$ cat src/rtl/render_dispatcher.sv
// Raster-order pixel dispatcher over NUM_LANES raymarchers plus a single-port frame-buffer write arbiter.
// Start pulse 2 cycles after reset, write 2 cycles after done; enable_in stalls dispatch only, lanes are never backpressured.
module render_dispatcher #(
  parameter int WIDTH     = 1280,
  parameter int HEIGHT    = 720,
  parameter int NUM_LANES = 3,
  parameter int BITS      = 32,
  parameter int CAM_W     = 12*BITS,
  localparam int XW = $clog2(WIDTH),
  localparam int YW = $clog2(HEIGHT),
  localparam int AW = $clog2(WIDTH*HEIGHT),
  localparam int LW = (NUM_LANES > 1) ? $clog2(NUM_LANES) : 1
) (
  input  logic                    clk_in,
  input  logic                    rst_in,
  input  logic                    enable_in,
  input  logic [CAM_W-1:0]        cam_raw_in,
  output logic [CAM_W-1:0]        cam_out,
  output logic [31:0]             timer_out,
  output logic [NUM_LANES-1:0]    lane_start_out,
  output logic [XW-1:0]           pix_x_out,
  output logic [YW-1:0]           pix_y_out,
  input  logic [NUM_LANES-1:0]    lane_done_in,
  input  logic [8*NUM_LANES-1:0]  lane_color_in,
  input  logic [XW*NUM_LANES-1:0] lane_x_in,
  input  logic [YW*NUM_LANES-1:0] lane_y_in,
  output logic                    fb_we_out,
  output logic [AW-1:0]           fb_addr_out,
  output logic [7:0]              fb_data_out,
  output logic                    frame_done_out,
  output logic                    err_out
);

  localparam logic [31:0] WIDTH_U  = 32'(WIDTH);
  localparam logic [31:0] HEIGHT_U = 32'(HEIGHT);

  typedef enum logic [1:0] {LATCH, RUN, DRAIN} state_t;

  typedef struct packed {
    logic [7:0]    color;
    logic [XW-1:0] x;
    logic [YW-1:0] y;
  } res_t;

  state_t               state_q, state_d;
  logic [LW-1:0]        dp_q, dp_d, wp_q, wp_d;
  logic [XW-1:0]        cur_x_q, cur_x_d, pix_x_q, pix_x_d;
  logic [YW-1:0]        cur_y_q, cur_y_d, pix_y_q, pix_y_d;
  logic [NUM_LANES-1:0] busy_q, busy_d, pend_q, pend_d, start_q, start_d;
  res_t                 res_q [NUM_LANES];
  res_t                 res_d [NUM_LANES];
  logic [CAM_W-1:0]     cam_q, cam_d;
  logic [31:0]          timer_q, timer_d;
  logic                 fb_we_q, fb_we_d;
  logic [AW-1:0]        fb_addr_q, fb_addr_d;
  logic [7:0]           fb_data_q, fb_data_d;
  logic                 frame_done_q, frame_done_d;
  logic                 err_q, err_d;
  logic                 ds_found, wr_found;
  int                   ds_sel, wr_sel;

  function automatic int rot(input int base, input int off);
    return (base + off) % NUM_LANES;
  endfunction

  always_comb begin
    state_d      = state_q;
    dp_d         = dp_q;
    wp_d         = wp_q;
    cur_x_d      = cur_x_q;
    cur_y_d      = cur_y_q;
    pix_x_d      = pix_x_q;
    pix_y_d      = pix_y_q;
    busy_d       = busy_q;
    pend_d       = pend_q;
    start_d      = '0;
    res_d        = res_q;
    cam_d        = cam_q;
    timer_d      = timer_q;
    fb_we_d      = 1'b0;
    fb_addr_d    = fb_addr_q;
    fb_data_d    = fb_data_q;
    frame_done_d = 1'b0;
    err_d        = err_q;
    ds_found     = 1'b0;
    ds_sel       = 0;
    wr_found     = 1'b0;
    wr_sel       = 0;

    // Capture: out-of-range results are kept but never queued for writing.
    for (int k = 0; k < NUM_LANES; k++) begin
      if (lane_done_in[k]) begin
        if (!busy_q[k]) begin
          err_d = 1'b1;
        end else begin
          res_d[k].color = lane_color_in[8*k +: 8];
          res_d[k].x     = lane_x_in[XW*k +: XW];
          res_d[k].y     = lane_y_in[YW*k +: YW];
          busy_d[k]      = 1'b0;
          if (32'(lane_x_in[XW*k +: XW]) < WIDTH_U && 32'(lane_y_in[YW*k +: YW]) < HEIGHT_U)
            pend_d[k] = 1'b1;
          else
            err_d = 1'b1;
        end
      end
    end

    for (int i = 0; i < NUM_LANES; i++) begin
      if (!wr_found && pend_q[rot(int'(wp_q), i)]) begin
        wr_found = 1'b1;
        wr_sel   = rot(int'(wp_q), i);
      end
    end
    if (wr_found) begin
      pend_d[wr_sel] = 1'b0;
      fb_we_d        = 1'b1;
      fb_addr_d      = AW'(32'(res_q[wr_sel].x) + WIDTH_U * 32'(res_q[wr_sel].y));
      fb_data_d      = res_q[wr_sel].color;
      wp_d           = LW'(rot(wr_sel, 1));
    end

    case (state_q)
      LATCH: begin
        cam_d   = cam_raw_in;
        cur_x_d = '0;
        cur_y_d = '0;
        state_d = RUN;
      end
      RUN: begin
        if (enable_in) begin
          for (int i = 0; i < NUM_LANES; i++) begin
            if (!ds_found && !busy_q[rot(int'(dp_q), i)] && !pend_q[rot(int'(dp_q), i)]) begin
              ds_found = 1'b1;
              ds_sel   = rot(int'(dp_q), i);
            end
          end
        end
        if (ds_found) begin
          start_d[ds_sel] = 1'b1;
          busy_d[ds_sel]  = 1'b1;
          pix_x_d         = cur_x_q;
          pix_y_d         = cur_y_q;
          dp_d            = LW'(rot(ds_sel, 1));
          if (cur_x_q == XW'(WIDTH-1)) begin
            cur_x_d = '0;
            if (cur_y_q == YW'(HEIGHT-1)) begin
              cur_y_d = '0;
              state_d = DRAIN;
            end else begin
              cur_y_d = cur_y_q + 1'b1;
            end
          end else begin
            cur_x_d = cur_x_q + 1'b1;
          end
        end
      end
      DRAIN: begin
        if (busy_q == '0 && pend_q == '0 && !fb_we_q) begin
          frame_done_d = 1'b1;
          timer_d      = timer_q + 32'd1;
          state_d      = LATCH;
        end
      end
      default: state_d = LATCH;
    endcase
  end

  always_ff @(posedge clk_in) begin
    if (rst_in) begin
      state_q      <= LATCH;
      dp_q         <= '0;
      wp_q         <= '0;
      cur_x_q      <= '0;
      cur_y_q      <= '0;
      pix_x_q      <= '0;
      pix_y_q      <= '0;
      busy_q       <= '0;
      pend_q       <= '0;
      start_q      <= '0;
      for (int k = 0; k < NUM_LANES; k++) res_q[k] <= '0;
      cam_q        <= '0;
      timer_q      <= '0;
      fb_we_q      <= 1'b0;
      fb_addr_q    <= '0;
      fb_data_q    <= '0;
      frame_done_q <= 1'b0;
      err_q        <= 1'b0;
    end else begin
      state_q      <= state_d;
      dp_q         <= dp_d;
      wp_q         <= wp_d;
      cur_x_q      <= cur_x_d;
      cur_y_q      <= cur_y_d;
      pix_x_q      <= pix_x_d;
      pix_y_q      <= pix_y_d;
      busy_q       <= busy_d;
      pend_q       <= pend_d;
      start_q      <= start_d;
      res_q        <= res_d;
      cam_q        <= cam_d;
      timer_q      <= timer_d;
      fb_we_q      <= fb_we_d;
      fb_addr_q    <= fb_addr_d;
      fb_data_q    <= fb_data_d;
      frame_done_q <= frame_done_d;
      err_q        <= err_d;
    end
  end

  assign cam_out        = cam_q;
  assign timer_out      = timer_q;
  assign lane_start_out = start_q;
  assign pix_x_out      = pix_x_q;
  assign pix_y_out      = pix_y_q;
  assign fb_we_out      = fb_we_q;
  assign fb_addr_out    = fb_addr_q;
  assign fb_data_out    = fb_data_q;
  assign frame_done_out = frame_done_q;
  assign err_out        = err_q;

endmodule

$ cat config.mk
export PLATFORM = sky130hd
export DESIGN_NAME = render_dispatcher
export DESIGN_NICKNAME = d
export VERILOG_FILES = /design/src/rtl/render_dispatcher.sv
export SDC_FILE = /design/constraint.sdc
export NUM_CORES = 1
export LEC_CHECK = 0
export CAP_MARGIN = 20
export CORE_AREA = 2 2 367 369
export DETAILED_ROUTE_END_ITERATION = 7
export DIE_AREA = 0 0 369 371
export PLACE_DENSITY = 0.51
export SETUP_SLACK_MARGIN = 0.3
export SYNTH_ARGS = -nofsm -noshare
export SYNTH_HDL_FRONTEND = slang
export SYNTH_SLANG_ARGS = --single-unit
$ cat constraint.sdc
create_clock -name clk_in -period 17.3 [get_ports clk_in]
set_input_delay 1.73 -clock clk_in [delete_from_list [all_inputs] [get_ports clk_in]]
set_output_delay 1.73 -clock clk_in [all_outputs]
set_load 0.005 [all_outputs]
==> flow_results.xml, run 1 <==
<?xml version="1.0" encoding="UTF-8"?>
<metrics>
  <group name="global_routing">
    <metric name="grt.overflow.total" unit="">0</metric>
    <metric name="grt_antenna_before_repair" unit="">66</metric>
    <metric name="first_global_vias" unit="">24100</metric>
    <metric name="global_route_wire_length_before_repair" unit="mm">189</metric>
    <metric name="global_route_usage_over_all_layers" unit="%">19.4</metric>
    <metric name="maximum_number_of_pins_on_one_net_before_global_route_repair" unit="">184</metric>
  </group>
  <group name="setup_path">
    <metric name="rr_startpoint" unit="">dp_q[1]</metric>
    <metric name="path_delay_family" unit="">simple AND/OR/NAND/NOR gates</metric>
    <metric name="rr_endpoint" unit="">dp_q[1]</metric>
    <metric name="crit_required" unit="ns">17.80</metric>
    <metric name="timing.critical_path.from_type" unit="">flop</metric>
    <metric name="crit_type" unit="">flop to flop</metric>
    <metric name="cpMostUsedCell" unit="">sky130_fd_sc_hd__ha_1</metric>
    <metric name="cp.buffers_inverters" unit="">3</metric>
    <metric name="cp_data_arrival_time" unit="ns">8.56</metric>
    <metric name="critical_path.slowest_cell" unit="">sky130_fd_sc_hd__dfxtp_1</metric>
    <metric name="crit_fanout" unit="">12</metric>
    <metric name="critPathMaxStageDelay" unit="ns">0.55</metric>
    <metric name="reg2reg_setup_slack" unit="ns">9.24</metric>
    <metric name="rr_worst_depth" unit="">29</metric>
    <metric name="cp-end-kind" unit="">flop</metric>
  </group>
  <group name="die">
    <metric name="starting_density" unit="%">18.5</metric>
    <metric name="core" unit="sq um">133000</metric>
    <metric name="die_w" unit="um">369</metric>
    <metric name="dieArea" unit="sq um">137000</metric>
    <metric name="count_of_pins_on_the_block_boundary" unit="">948</metric>
    <metric name="rows" unit="">134</metric>
    <metric name="die_height" unit="um">371</metric>
  </group>
  <group name="min_path">
    <metric name="hold_path_startpoint" unit="">cam_out[104]</metric>
    <metric name="hold_path_end" unit="">cam_out[104]</metric>
    <metric name="timing.hold.worst_path_depth" unit="">2</metric>
    <metric name="hp-class" unit="">flop to flop</metric>
  </group>
  <group name="cts">
    <metric name="inserted_clock_buffers" unit="">75</metric>
    <metric name="postcts_setup_bufs" unit="">0</metric>
    <metric name="cts-htree-levels" unit="">3</metric>
    <metric name="clkSlewWorstSetupHoldPaths" unit="ns">0.06</metric>
    <metric name="max-clock-path-buffers" unit="">3</metric>
    <metric name="clkSinkCount" unit="">591</metric>
    <metric name="cts_root_buf" unit="">sky130_fd_sc_hd__clkbuf_16</metric>
    <metric name="cts_tree" unit="">yes</metric>
    <metric name="cts.repair.resized" unit="">0</metric>
    <metric name="worstSkewPairLatency" unit="ns">0.66</metric>
    <metric name="post_cts_hold_buffer_count" unit="">0</metric>
  </group>
  <group name="sta">
    <metric name="slew-limit-headroom" unit="%">28.6</metric>
    <metric name="period_needed" unit="ns">8.06</metric>
    <metric name="setup_total_negative_slack" unit="ns">0</metric>
    <metric name="grt_setup_unrepaired" unit="">false</metric>
    <metric name="fmaxAchievable" unit="GHz">0.124</metric>
    <metric name="report.final.setup_viol" unit="">0</metric>
    <metric name="post-route-period-util" unit="%">46.6</metric>
    <metric name="slew_at_the_pin_closest_to_its_max_slew_limit" unit="ns">1.07</metric>
    <metric name="worst_clock_skew" unit="ns">0.0240</metric>
    <metric name="post-route-worst-setup-slack" unit="ns">9.24</metric>
    <metric name="finalHoldViolations" unit="">0</metric>
    <metric name="final-max-slew-violation-count" unit="">0</metric>
  </group>
  <group name="placed_design">
    <metric name="placedCellCount" unit="">5690</metric>
    <metric name="port-buffer-count" unit="">947</metric>
    <metric name="detailedPlacementHpwl" unit="mm">110</metric>
    <metric name="globalplace.congestion" unit="">0.894</metric>
    <metric name="post-place-ws" unit="ns">8.95</metric>
    <metric name="detailed_place.area" unit="sq um">35700</metric>
  </group>
  <group name="cells_and_area">
    <metric name="ratio_of_cells_with_drive_above_1_in_the_final_layout" unit="%">4.74</metric>
    <metric name="design_area" unit="sq um">38200</metric>
    <metric name="final_core_utilization" unit="%">28.8</metric>
    <metric name="final_cell_count_no_fill" unit="">5827</metric>
    <metric name="syn2layout_area_growth" unit="%">55.6</metric>
    <metric name="finalNetCount" unit="">4537</metric>
  </group>
  <group name="logic_synthesis">
    <metric name="synth_area_per_cell" unit="sq um">7.81</metric>
    <metric name="synth.ff_latch_count" unit="">591</metric>
    <metric name="ffs_w_async_s_r_synth" unit="%">0</metric>
    <metric name="yosys-top-cells-count" unit="">sky130_fd_sc_hd__nand2_1, sky130_fd_sc_hd__dfxtp_1, sky130_fd_sc_hd__a21oi_1</metric>
    <metric name="seq_total_area_yosys" unit="%">48.1</metric>
    <metric name="yosys.cell_types.count" unit="">90</metric>
    <metric name="synthesis.instances" unit="">3149</metric>
    <metric name="mappedNetlistArea" unit="sq um">24600</metric>
    <metric name="netlist.top_cell.by_area" unit="">sky130_fd_sc_hd__dfxtp_1</metric>
    <metric name="synth_top_flop_cell" unit="">sky130_fd_sc_hd__dfxtp_1</metric>
    <metric name="synthMostInstantiatedCell" unit="">sky130_fd_sc_hd__nand2_1</metric>
    <metric name="synth_enable_flop_cells" unit="">0</metric>
    <metric name="cell_types_occupying_the_most_area_after_synthesis" unit="">sky130_fd_sc_hd__dfxtp_1, sky130_fd_sc_hd__nand2_1, sky130_fd_sc_hd__a21oi_1, sky130_fd_sc_hd__ha_1, sky130_fd_sc_hd__clkbuf_1</metric>
    <metric name="synthesis.yosys.warnings" unit="">0</metric>
    <metric name="synth_fp_nets" unit="">3686</metric>
    <metric name="yosys.area.top_type_share" unit="%">48.1</metric>
  </group>
  <group name="routing">
    <metric name="detail_route.drc_violations" unit="">0</metric>
    <metric name="total_wire_length_after_detailed_routing" unit="mm">140</metric>
    <metric name="routed_wire_length_per_instance" unit="um">24.0</metric>
    <metric name="antenna_left" unit="">0</metric>
    <metric name="drt-initial-drc-count" unit="">2254</metric>
    <metric name="route.vias.total" unit="">25800</metric>
    <metric name="drtPass1Iterations" unit="">8</metric>
    <metric name="detail_route.vias_per_cell" unit="">4.43</metric>
  </group>
  <group name="power">
    <metric name="power-per-cell-area" unit="nW/um^2">100</metric>
    <metric name="p_leak" unit="nW">14.2</metric>
    <metric name="worst_ir_drop_vdd" unit="uV">74.7</metric>
  </group>
  <group name="job">
    <metric name="cap_violations" unit="">0</metric>
  </group>
  <group name="run_status">
    <metric name="status" unit="">completed</metric>
  </group>
</metrics>
==> stage by stage <==
step                      hold WS [ns]  total power [W]
after floorplan                  0.436          0.00184
after global placement           0.441          0.00227
after detailed placement         0.445          0.00227
after CTS                        0.452          0.00389
after global routing             0.463          0.00400
final                            0.450          0.00384
==> where the power goes <==
part           total (W)  leakage, nW  switching, W  internal, W
logic           0.000758         8.14      0.000423     0.000335
clock network    0.00160         1.21      0.000654     0.000943
registers        0.00148         4.84     0.0000458      0.00144
total            0.00384         14.2       0.00112      0.00272
==> layout make-up <==
class	instances	area, sq um
Inverter	41	154
Multi-Input combinational cell	2316	11800
Clock inverter	20	226
Antenna cell	9	22.5
Tap cell	1768	2210
Sequential cell	591	11800
Fill cell	14300	94600
Clock buffer	107	2240
Timing Repair Buffer	975	9720
==> registers in the layout, summed over array words and instances (netlist names), 2 cells and up <==
register	flops
cam_out	384
res_q	87
timer_out	32
fb_addr_out	20
cur_x_q	11
pix_x_out	11
cur_y_q	10
pix_y_out	10
fb_data_out	8
busy_q	3
lane_start_out	3
pend_q	3
dp_q	2
state_q	2
wp_q	2
==> layer usage <==
metal  track usage (%)  share of wire (%)
met4              4.93                2.6
met5                 0              0.079
met2              30.0                 44
met3              9.50                 12
met1              23.9                 41
==> cells in the final DEF (no fill, tap or decap), types with 8 or more instances in the layout <==
cell                              count
sky130_fd_sc_hd__clkinv_2             8
sky130_fd_sc_hd__a21oi_1            557
sky130_fd_sc_hd__a211oi_1            21
sky130_fd_sc_hd__ha_1                58
sky130_fd_sc_hd__buf_4               25
sky130_fd_sc_hd__o21ai_0             49
sky130_fd_sc_hd__clkbuf_8            18
sky130_fd_sc_hd__nor3_1              22
sky130_fd_sc_hd__diode_2              9
sky130_fd_sc_hd__clkbuf_16           78
sky130_fd_sc_hd__nand2_1           1092
sky130_fd_sc_hd__nand4_1             16
sky130_fd_sc_hd__a21o_1              15
sky130_fd_sc_hd__and3_1              16
sky130_fd_sc_hd__and2_1              14
sky130_fd_sc_hd__nor2_1             103
sky130_fd_sc_hd__or2_2                8
sky130_fd_sc_hd__nand2b_1             9
sky130_fd_sc_hd__nand3_1             40
sky130_fd_sc_hd__xnor2_1             29
sky130_fd_sc_hd__xor2_1              38
sky130_fd_sc_hd__mux2i_1             36
sky130_fd_sc_hd__inv_1               41
sky130_fd_sc_hd__dfxtp_1            591
sky130_fd_sc_hd__clkbuf_1            11
sky130_fd_sc_hd__clkdlybuf4s50_1    946
sky130_fd_sc_hd__or3_1               14
sky130_fd_sc_hd__a31oi_1             10
sky130_fd_sc_hd__o211ai_1            21
==> worst max-delay path by stage <==
stage	slack (ns)	from	cells after the start	to
after detailed placement	8.95	enable_in	26	dp_q[1]
after global routing	8.77	dp_q[1]	29	dp_q[1]
after CTS	9.31	dp_q[1]	29	dp_q[1]
after floorplan	10.35	enable_in	25	dp_q[1]
after global placement	8.96	enable_in	26	dp_q[1]
final	9.24	dp_q[1]	29	dp_q[1]
==> worst reg2reg max path, delay by kind of cell (launching register included) <==
kind	cells	cell delay, ns
flip-flops	1	0.55
XOR/XNOR	1	0.10
multiplexers	1	0.22
AND/OR/NAND/NOR	10	3.19
AO/OA/AOI/OAI	9	1.71
buffers and inverters	3	0.59
adder cells (fa/ha/maj)	5	1.56
==> kinds of logic (layout without fill, tap and decap cells) <==
group,Yosys count,count (layout),synth area share (%)
AND/OR/NAND/NOR,1386,1386,23.1
AO/OA/AOI/OAI,764,764,17.8
flip-flops,591,591,48.1
buffers and inverters,242,1143,3.82
XOR/XNOR,67,67,2.39
adder cells (fa/ha/maj),60,60,3.12
multiplexers,39,39,1.62
other,0,9,0
(Power assumes the default switching activity.)
==> inputs of run 2 (changes only) <==
--- a/config.mk
+++ b/config.mk
@@ -6,10 +6,10 @@
 export NUM_CORES = 1
 export LEC_CHECK = 0
 export CAP_MARGIN = 20
-export CORE_AREA = 2 2 367 369
+export CORE_AREA = 2 2 368 370
 export DETAILED_ROUTE_END_ITERATION = 7
-export DIE_AREA = 0 0 369 371
-export PLACE_DENSITY = 0.51
+export DIE_AREA = 0 0 370 372
+export PLACE_DENSITY = 0.53
 export SETUP_SLACK_MARGIN = 0.3
 export SYNTH_ARGS = -nofsm -noshare
 export SYNTH_HDL_FRONTEND = slang
==> constraint.sdc (replaced) <==
create_clock -name clk_in -period 7.21 [get_ports clk_in]
set_input_delay 0.721 -clock clk_in [delete_from_list [all_inputs] [get_ports clk_in]]
set_output_delay 0.721 -clock clk_in [all_outputs]
set_load 0.005 [all_outputs]
==> run 2 against run 1 <==
Net effect:
- clock power is 150% higher
- worst setup slack worse by 8.6 ns
- flip-flop and latch count stayed put
- die area is 0.54% higher
- global-route usage is 0.073 points higher
- non-clock buffer count is 28 higher
- sequential power is 140% higher
- via count is 0.12% lower
- largest cell class is now multi-input gates
- highest routed layer unchanged
==> flow_results.xml, run 2 (synthesis gave the netlist of run 1 again) <==
<?xml version="1.0" encoding="UTF-8"?>
<metrics>
  <group name="job">
    <metric name="cap_violations" unit="">0</metric>
  </group>
  <group name="global_routing">
    <metric name="global_route_wire_length_before_repair" unit="mm">188</metric>
    <metric name="grt_antenna_before_repair" unit="">92</metric>
    <metric name="first_global_vias" unit="">23800</metric>
    <metric name="maximum_number_of_pins_on_one_net_before_global_route_repair" unit="">200</metric>
    <metric name="global_route_usage_over_all_layers" unit="%">19.5</metric>
    <metric name="grt.overflow.total" unit="">0</metric>
  </group>
  <group name="sta">
    <metric name="slew_at_the_pin_closest_to_its_max_slew_limit" unit="ns">1.26</metric>
    <metric name="grt_setup_unrepaired" unit="">false</metric>
    <metric name="post-route-period-util" unit="%">90.8</metric>
    <metric name="worst_clock_skew" unit="ns">0.0231</metric>
    <metric name="slew-limit-headroom" unit="%">16.0</metric>
    <metric name="report.final.setup_viol" unit="">0</metric>
    <metric name="period_needed" unit="ns">6.54</metric>
    <metric name="fin_hold_ws" unit="ns">0.452</metric>
    <metric name="fmaxAchievable" unit="GHz">0.153</metric>
    <metric name="final-max-slew-violation-count" unit="">0</metric>
    <metric name="setup_total_negative_slack" unit="ns">0</metric>
    <metric name="finalHoldViolations" unit="">0</metric>
  </group>
  <group name="cts">
    <metric name="cts_root_buf" unit="">sky130_fd_sc_hd__clkbuf_16</metric>
    <metric name="cts-htree-levels" unit="">3</metric>
    <metric name="clkSinkCount" unit="">591</metric>
    <metric name="max-clock-path-buffers" unit="">3</metric>
    <metric name="cts_tree" unit="">yes</metric>
    <metric name="clkSlewWorstSetupHoldPaths" unit="ns">0.06</metric>
    <metric name="post_cts_hold_buffer_count" unit="">0</metric>
    <metric name="worstSkewPairLatency" unit="ns">0.68</metric>
    <metric name="inserted_clock_buffers" unit="">75</metric>
  </group>
  <group name="setup_path">
    <metric name="cp-end-kind" unit="">flop</metric>
    <metric name="critPathMaxStageDelay" unit="ns">0.48</metric>
    <metric name="critical_path.slowest_cell" unit="">sky130_fd_sc_hd__or4_4</metric>
    <metric name="timing.critical_path.from_type" unit="">flop</metric>
    <metric name="cpMostUsedCell" unit="">sky130_fd_sc_hd__ha_1</metric>
    <metric name="cp_data_arrival_time" unit="ns">7.06</metric>
    <metric name="crit_fanout" unit="">5</metric>
    <metric name="crit_required" unit="ns">7.72</metric>
    <metric name="rr_startpoint" unit="">dp_q[1]</metric>
    <metric name="crit_type" unit="">flop to flop</metric>
    <metric name="worst_setup_path_startpoint" unit="">dp_q[1]</metric>
  </group>
  <group name="cells_and_area">
    <metric name="fill_cells" unit="">14500</metric>
    <metric name="most_frequent_cells_in_the_layout" unit="">sky130_fd_sc_hd__nand2_1, sky130_fd_sc_hd__clkdlybuf4s50_1, sky130_fd_sc_hd__dfxtp_1</metric>
    <metric name="syn2layout_area_growth" unit="%">57.5</metric>
    <metric name="commonest_non_fill_non_tap_cell_in_the_layout" unit="">sky130_fd_sc_hd__nand2_1</metric>
    <metric name="largest_reg_flops" unit="">384</metric>
    <metric name="finalNetCount" unit="">4565</metric>
    <metric name="ratio_of_cells_with_drive_above_1_in_the_final_layout" unit="%">5.83</metric>
  </group>
  <group name="routing">
    <metric name="route.vias.total" unit="">25800</metric>
    <metric name="drtPass1Iterations" unit="">5</metric>
    <metric name="detail_route.drc_violations" unit="">0</metric>
    <metric name="routed_wire_length_per_instance" unit="um">24.1</metric>
    <metric name="total_wire_length_after_detailed_routing" unit="mm">142</metric>
    <metric name="antenna_left" unit="">0</metric>
    <metric name="drt-initial-drc-count" unit="">2021</metric>
    <metric name="detail_route.vias_per_cell" unit="">4.38</metric>
  </group>
  <group name="die">
    <metric name="rows" unit="">135</metric>
    <metric name="starting_density" unit="%">18.3</metric>
    <metric name="count_of_pins_on_the_block_boundary" unit="">948</metric>
    <metric name="die_height" unit="um">372</metric>
    <metric name="dieArea" unit="sq um">138000</metric>
    <metric name="core" unit="sq um">134000</metric>
    <metric name="die_w" unit="um">370</metric>
  </group>
  <group name="power">
    <metric name="p_leak" unit="nW">14.4</metric>
    <metric name="worst_ir_drop_vdd" unit="uV">158</metric>
    <metric name="power-per-cell-area" unit="nW/um^2">243</metric>
    <metric name="design_power_total" unit="W">0.00940</metric>
  </group>
  <group name="min_path">
    <metric name="hp-class" unit="">flop to flop</metric>
    <metric name="hold_path_startpoint" unit="">res_q[44]</metric>
  </group>
  <group name="placed_design">
    <metric name="globalplace.congestion" unit="">0.872</metric>
    <metric name="port-buffer-count" unit="">947</metric>
    <metric name="detailedPlacementHpwl" unit="mm">111</metric>
  </group>
  <group name="run_status">
    <metric name="status" unit="">completed</metric>
  </group>
</metrics>
==> run 2: where the power goes <==
part | internal, W | switching (W) | total [W]
sequential | 0.00345 | 0.000111 | 0.00356
clock | 0.00234 | 0.00158 | 0.00392
combinational | 0.000888 | 0.00103 | 0.00192
total | 0.00668 | 0.00273 | 0.00940
==> run 2: per-stage QoR <==
stage	std cells	area [sq um]	setup WS (ns)	util [%]
after floorplan	3149	24600	0.482	-
after global placement	5728	36000	0.371	26.8
after detailed placement	5728	36000	0.266	26.8
after CTS	5861	38500	0.325	28.7
after global routing	5879	38700	0.314	28.8
final	5889	38700	0.666	28.8
==> run 2: worst paths after layout <==
path / endpoint / slack, ns / depth (start not counted)
max: dp_q[1] / 0.67 / 29
min reg2reg: res_q[44] / 0.45 / 2
max reg2reg: dp_q[1] / 0.67 / 29
min: res_q[44] / 0.45 / 2
==> run 2: what timing repair did <==
item / CTS / global route
setup buffers: 0 / 4
pin swaps: 0 / 4
gates resized for setup: 3 / 19
setup endpoints to repair: 2 / 2
hold endpoints to repair: 0 / 0
==> run 2: layer usage <==
metal | global-route usage, % | vias to the layer above | routed length (um)
met5 | 1.75 | - | 533
met4 | 7.04 | 36 | 4560
met3 | 13.1 | 240 | 21700
met2 | 27.8 | 1023 | 59800
met1 | 22.8 | 12200 | 55600
li1 | - | 12300 | -
==> run 2: cell type report <==
cell class | count | area [sq um] | area share, %
inverter | 41 | 158 | 0.407
antenna | 24 | 60.1 | 0.155
timing repair buffer | 1003 | 9950 | 25.7
tap | 1781 | 2230 | 5.76
sequential | 591 | 11800 | 30.6
clock inverter | 22 | 269 | 0.695
clock buffer | 111 | 2280 | 5.88
multi-input combinational | 2316 | 11900 | 30.8
==> run 2: worst max-delay path: cells and delay by family, from the launching register on <==
kind / cells / cell delay [ns]
AO/OA/AOI/OAI: 10 / 1.63
AND/OR/NAND/NOR: 9 / 2.65
adder cells (fa/ha/maj): 5 / 1.16
buffers and inverters: 3 / 0.30
flip-flops: 1 / 0.34
XOR/XNOR: 1 / 0.10
multiplexers: 1 / 0.21
